`src/rtl/mem_access_unit_pkg.sv`:
```
// Shared definitions for the data-memory access unit: size codes, FSM states,
// latched request payload and the request legality check.
package mem_access_unit_pkg;

    localparam int unsigned MEM_BYTES_DEFAULT = 1024;
    localparam int unsigned ADDR_W            = 32;
    localparam int unsigned DATA_W            = 32;

    localparam logic [1:0] SZ_BYTE = 2'b00;
    localparam logic [1:0] SZ_HALF = 2'b01;
    localparam logic [1:0] SZ_WORD = 2'b10;

    typedef enum logic [1:0] {
        ST_IDLE,
        ST_READ,
        ST_WRITE,
        ST_DONE
    } state_t;

    typedef struct packed {
        logic              is_store;
        logic [1:0]        size;
        logic              sign_ext;
        logic [ADDR_W-1:0] addr;
        logic [DATA_W-1:0] store_data;
    } req_t;

    // The range test always covers four bytes from addr, computed one bit wider so it cannot wrap.
    function automatic logic req_illegal(input logic [1:0] sz, input logic [ADDR_W-1:0] a,
                                         input int unsigned mem_bytes);
        logic [ADDR_W:0] last_byte;
        logic [ADDR_W:0] limit;
        logic            misaligned;
        last_byte = {1'b0, a} + (ADDR_W+1)'(3);
        limit     = (ADDR_W+1)'(mem_bytes) - (ADDR_W+1)'(1);
        case (sz)
            SZ_BYTE: misaligned = 1'b0;
            SZ_HALF: misaligned = a[0];
            SZ_WORD: misaligned = (a[1:0] != 2'b00);
            default: misaligned = 1'b1;
        endcase
        return misaligned || (last_byte > limit);
    endfunction

endpackage

```
`src/rtl/mem_access_unit_lane_merge.sv`:
```
// Byte-lane datapath: load extension and read-modify-write store merge.
module mem_lane_merge
    import mem_access_unit_pkg::*;
(
    input  logic [1:0]        size,
    input  logic              sign_ext,
    input  logic [DATA_W-1:0] word,
    input  logic [DATA_W-1:0] captured,
    input  logic [DATA_W-1:0] store_data,
    output logic [DATA_W-1:0] load_word,
    output logic [DATA_W-1:0] store_word
);

    always_comb begin
        load_word  = word;
        store_word = store_data;
        case (size)
            SZ_BYTE: begin
                load_word  = {{24{sign_ext & word[7]}}, word[7:0]};
                store_word = {captured[31:8], store_data[7:0]};
            end
            SZ_HALF: begin
                load_word  = {{16{sign_ext & word[15]}}, word[15:0]};
                store_word = {captured[31:16], store_data[15:0]};
            end
            default: begin
                load_word  = word;
                store_word = store_data;
            end
        endcase
    end

endmodule

```
`src/rtl/mem_access_unit.sv`:
```
// Single-request load/store controller for a word-write, byte-addressed memory.
// Sub-word stores are performed as read-modify-write.
module mem_access_unit
    import mem_access_unit_pkg::*;
#(
    parameter int unsigned MEM_BYTES = MEM_BYTES_DEFAULT
) (
    input  logic              clk,
    input  logic              rst,
    input  logic              start,
    input  logic              is_store,
    input  logic [1:0]        size,
    input  logic              sign_ext,
    input  logic [ADDR_W-1:0] addr,
    input  logic [DATA_W-1:0] store_data,
    output logic              busy,
    output logic              done,
    output logic              err,
    output logic [DATA_W-1:0] load_data,
    output logic [ADDR_W-1:0] mem_address,
    output logic [DATA_W-1:0] mem_write_data,
    output logic              mem_read,
    output logic              mem_write,
    input  logic [DATA_W-1:0] mem_read_data
);

    state_t            state;
    req_t              req_q;
    logic [DATA_W-1:0] captured;
    logic [DATA_W-1:0] load_ext;
    logic [DATA_W-1:0] store_merge;
    logic              illegal;

    assign illegal = req_illegal(size, addr, MEM_BYTES);

    mem_lane_merge u_lane_merge (
        .size       (req_q.size),
        .sign_ext   (req_q.sign_ext),
        .word       (mem_read_data),
        .captured   (captured),
        .store_data (req_q.store_data),
        .load_word  (load_ext),
        .store_word (store_merge)
    );

    // Request sequencing; a word store skips the read phase.
    always_ff @(posedge clk or posedge rst) begin
        if (rst) begin
            state     <= ST_IDLE;
            req_q     <= '0;
            captured  <= '0;
            err       <= 1'b0;
            load_data <= '0;
        end else begin
            case (state)
                ST_IDLE: begin
                    if (start) begin
                        req_q <= '{is_store: is_store, size: size, sign_ext: sign_ext,
                                   addr: addr, store_data: store_data};
                        err   <= illegal;
                        if (illegal)
                            state <= ST_DONE;
                        else if (is_store && size == SZ_WORD)
                            state <= ST_WRITE;
                        else
                            state <= ST_READ;
                    end
                end
                ST_READ: begin
                    captured <= mem_read_data;
                    if (req_q.is_store) begin
                        state <= ST_WRITE;
                    end else begin
                        load_data <= load_ext;
                        state     <= ST_DONE;
                    end
                end
                ST_WRITE: state <= ST_DONE;
                ST_DONE: begin
                    err   <= 1'b0;
                    state <= ST_IDLE;
                end
                default: state <= ST_IDLE;
            endcase
        end
    end

    // Memory side is decoded from the reset-cleared state, so rst drops the strobes at once.
    assign busy           = (state != ST_IDLE);
    assign done           = (state == ST_DONE);
    assign mem_read       = (state == ST_READ);
    assign mem_write      = (state == ST_WRITE);
    assign mem_address    = req_q.addr;
    assign mem_write_data = store_merge;

endmodule
```
`config.mk`:
```
export PLATFORM = sky130hd
export DESIGN_NAME = mem_access_unit
export DESIGN_NICKNAME = d
export VERILOG_FILES = /design/src/rtl/mem_access_unit_pkg.sv /design/src/rtl/mem_access_unit_lane_merge.sv /design/src/rtl/mem_access_unit.sv
export SDC_FILE = /design/constraint.sdc
export NUM_CORES = 1
export LEC_CHECK = 0
export ABC_CLOCK_PERIOD_IN_PS = 4700
export CAP_MARGIN = 10
export CORE_MARGIN = 2
export CORE_UTILIZATION = 43
export DETAILED_ROUTE_END_ITERATION = 6
export PLACE_DENSITY = 0.75
export SLEW_MARGIN = 20
export SYNTH_ARGS = -nofsm -noshare
export SYNTH_HDL_FRONTEND = slang
export SYNTH_HIERARCHICAL = 1
export SYNTH_SLANG_ARGS = --single-unit
```
`constraint.sdc`:
```
create_clock -name clk -period 4.7 [get_ports clk]
set_input_delay 0.94 -clock clk [delete_from_list [all_inputs] [get_ports clk]]
set_output_delay 0.94 -clock clk [all_outputs]
set_load 0.005 [all_outputs]
```
* Word level (Yosys, flattened, before mapping)
Cells that the tools add are included.
** Storage, ports and cells
- Input port bits :: 103
- Logic and storage cells :: 42
- Output and inout port bits :: 101
- Bits in registers :: 135
** Operators by class
- Reduce and logical (&&, ||, !) cells :: 11
- Magnitude comparators :: 1
- Add/sub/neg operators :: 1
- Bitwise gates (word level) :: 3
- Multiplexer cells :: 10
- Equal/unequal tests :: 7
** Operators with widths (count)
- 32-bit one-hot mux with 2 select lines :: 2
- 32-bit by 2-bit adder with 33-bit output, second input constant :: 1
- 33-bit by 10-bit > comparator with 1-bit output, second input constant :: 1
- 2-bit one-hot mux with 4 select lines :: 1
- 2-bit by 1-bit == test with 1-bit output, second input constant :: 3
- 2-bit == test, second input constant :: 3
- 2-bit zero test :: 3
- 2-bit 2-to-1 mux :: 3
- 2-bit AND reduction :: 3
- 2-bit nonzero test :: 3
- 1-bit one-hot mux with 3 select lines :: 1
- 1-bit AND :: 2
- 1-bit 2-to-1 mux :: 2
- 2-bit != test, second input constant :: 1
- 1-bit one-hot mux with 2 select lines :: 1
- 1-bit logical AND :: 1
- 1-bit logical OR :: 1
- 1-bit NOT :: 1

* Longest topological paths before layout
- Word-level depth :: 6
- Gate-level depth with buffers :: 10
- Gate-level depth less buffers :: 9

* Hierarchy
Netlist, hierarchy kept.
** By module, submodules not included
- mem_access_unit :: cells each 440, area each 5929.4 µm², seq. area each 3378.2 µm², times used 1
- mem_lane_merge :: cells each 93, area each 671.9 µm², seq. area each 0.0 µm², times used 1

* Least setup slack after synthesis
Ideal clock, no wire load.
- Kind :: in2reg
- Start :: in addr[0]
- End :: reg err
- Cell stages on the path :: 10
- Path buffers :: 1
- Library setup time :: 0.136 ns
- Slack :: 1.706 ns
- Data arrival time :: 2.858 ns
- Required time :: 4.564 ns
- Cells stage by stage :: inv_1 > ha_1 > nand3b_1 > nor4_1 > clkbuf_1 > o211ai_1 > a211oi_1 > o221ai_1 > nor4_4 > o31ai_1
** On the way
- Longest elaborated chain between the ends :: 5
- Elaborated cells between the ends (all ways) :: 7
- Those cells by class :: add/sub (1); order compare (1); mux (3); reduce/logical (2)
** RTL lines
- start: declaration :: line mem_access_unit.sv:14 : input logic [ADDR_W-1:0] addr,
- 32-bit by 2-bit adder with 33-bit output or 2-bit nonzero test (tied branches) :: line mem_access_unit_pkg.sv:34, mem_access_unit_pkg.sv:39
- 33-bit by 10-bit > comparator with 1-bit output or 1-bit one-hot mux with 3 select lines (tied branches) :: line mem_access_unit_pkg.sv:42, mem_access_unit_pkg.sv:36
- 1-bit logical OR * :: line mem_access_unit_pkg.sv:42 : return misaligned || (last_byte > limit);
- 1-bit 2-to-1 mux * :: line mem_access_unit.sv:57 : if (start) begin
- 1-bit one-hot mux with 2 select lines * :: line mem_access_unit.sv:55 : case (state)
- end signal: assignment :: line mem_access_unit.sv:60 : err <= illegal;
- end: declaration :: line mem_access_unit.sv:18 : output logic err,
Every way passes the cells marked *; elsewhere a longest branch is shown, timed or not. The select of a mux whose other input is x is not followed.
A chain may end at the register's enable or synchronous reset.

* Final worst setup path
- Start :: in addr[7]
- End :: reg err
** On the way
- Longest elaborated chain between the ends :: 5
** RTL lines
- 32-bit by 2-bit adder with 33-bit output :: line mem_access_unit_pkg.sv:34 : last_byte = {1'b0, a} + (ADDR_W+1)'(3);
- 33-bit by 10-bit > comparator with 1-bit output :: line mem_access_unit_pkg.sv:42
- 1-bit logical OR :: line mem_access_unit_pkg.sv:42
- 1-bit 2-to-1 mux :: line mem_access_unit.sv:57
- 1-bit one-hot mux with 2 select lines :: line mem_access_unit.sv:55
Every way passes these cells. The select of a mux whose other input is x is not followed.

==> results_dict.tcl <==
set metrics [dict create \
    outcome "completed" \
    gpl.final_weighted_congestion 0.8122 \
    hold_path.class "register to register" \
    critical_path_required_ns 4.96 \
    vias 4606 \
    gr-usage-all-layers 0.2137 \
    worst_clock_skew_ns 0.005815 \
    hold_ws_ns 0.4916 \
    placementRows 44 \
    clkLatencyLatePin_ns 0.42 \
    cp_data_arrival_time_ns 3.62 \
    post_drt_wl_per_cell_um 18.77 \
    antenna_violating_nets_post_route 0 \
    clk_pin_slew_worst_paths_ns 0.06 \
    finalWorstPathRequiredPeriod_ns 3.356 \
    netlist_area_um2 6311 \
    cts_tree "done" \
    grt_antenna_before_repair 0 \
    starting_density_of_the_core 0.4375 \
    timing_worst_setup_path_type "primary input to register" \
    first_global_vias 5017 \
    drive_gt1_frac 0.2819 \
    maxCapViolCount 0 \
    insertedDiodeCount 0 \
    wire_length_of_the_first_global_routing_pass_um 26510 \
    max_freq_mhz 298.0 \
    fp.dieH_um 125.2 \
    finalWirelength_um 16240 \
    remaining_drc_errors 0 \
    dr.pass1.iters 4 \
    post-route-period-util 0.7140 \
    clock-root-buffer "clkbuf_16" \
    design.final.nets 777 \
    postCtsSetupBuffers 0 \
    setup.worst_path.end_class "register" \
    cts_inserted_buffers 17 \
    area_delta_synth_final_pct 40.70 \
    dieWidth_um 125.2 \
    fin_setup_tns_ns 0 \
    design.core.area_um2 14420 \
    clkSinkCount 127 \
    postSynthNetCount 626 \
    h_tree_level_count 4 \
    boundary_pin_count 204 \
    grt_setup_unrepaired "no" \
    globalRoute.totalOverflow 0 \
    critical_path.max_fanout 5 \
    syn_inst 517 \
    syn-mean-instance-area_um2 12.21 \
    power_uw 6079 \
    clockBufferDepth 2 \
    detailed_place_hpwl_um 11360 \
    grt_max_degree 116 \
    count_of_final_max_slew_check_failures 0 \
    cts-resized-gates 0 \
    tightest_slew_ns 1.006 \
    final-hold-violation-count 0 \
    number_of_hold_buffers_added_after_cts 0 \
    cp-start-kind "primary input" \
    slew_headroom 0.3291 \
    ir_worst_vdd_mv 0.3729 \
    fp.dieArea_um2 15660 \
    portBuffers 203 \
    setup_viol 0 \
    power_density_nw_per_um2 684.6 \
    leakage_uw 0.003717 \
    drt_iter0_drc 177 \
    drt-vias-per-instance 5.325 \
    synth.yosys.warnings 6 \
]
## final timing paths
path	start	end	slack, ns	depth (start not counted)
max reg2reg	state[1]	load_data[29]	2.25	5
max in group asynchronous	rst	mem_address[27]	2.86	3
min	mem_address[29]	mem_address[29]	0.49	2
min in group asynchronous	rst	req_q[29]	1.10	2
min reg2reg	mem_address[29]	mem_address[29]	0.49	2
max	addr[7]	err	1.34	8
## flip-flops by register name, indices dropped and copies added, names as in the netlist
name         flops
req_q           36
captured        24
err              1
mem_address     32
load_data       32
state            2
## per-stage QoR
stage / cell area, µm² / util / setup slack [ns] / instances
final: 8880 / 0.6156 / 1.344 / 865
after global routing: 8880 / 0.6156 / 1.093 / 865
after CTS: 8867 / 0.6148 / 1.338 / 865
after detailed placement: 8148 / 0.5649 / 0.8923 / 833
after global placement: 8148 / 0.5649 / 0.9716 / 833
after floorplan: 6311 / - / 0.3757 / 517
## placed cells by master, fill, tap and decap left out, drive strengths merged, types with 2 or more instances in the layout
cell type and instances:
a21o 10, a21oi 7, a31oi 2, and3 2
and4 2, buf 4, bufinv 7, clkbuf 20
clkdlybuf4s50 203, clkinv 3, dfrtp 127, ha 6
inv 10, mux2 144, mux2i 3, nand2 30
nand3 8, nand4 9, nor2 8, nor3 10
nor3b 2, nor4 7, o211ai 2, o21ai 25
o22ai 2, o31ai 4, or2 2, or3 4
or4 2, xor2 3
## layer usage
layer,wire length [µm],track usage
met4,228,0.06732
met2,8076,0.3632
met1,6748,0.2575
met5,0,0
met3,1183,0.07146
## worst max-delay path: stages
cell	delay [ns]
clkdlybuf4s50_1	0.59
nand4_2	0.17
or4_1	0.68
or4_4	0.58
o21ai_2	0.14
a21oi_2	0.08
nor4_4	0.33
o31ai_1	0.10
## cell type report
class | count | area [µm²]
well taps | 184 | 230.2
fillers | 1135 | 5544
clock buffers | 20 | 466.7
inverters | 9 | 41.29
repair buffers | 207 | 2062
clock inverters | 12 | 252.7
flip-flops and latches | 127 | 3178
multi-input cells | 306 | 2649
## power by group
group          internal, µW  switching, µW  leakage [µW]
clock network          1100            507      0.000347
registers              1640            293       0.00153
logic                  1650            886       0.00184
Note: power is estimated with default switching activity, not from simulation.
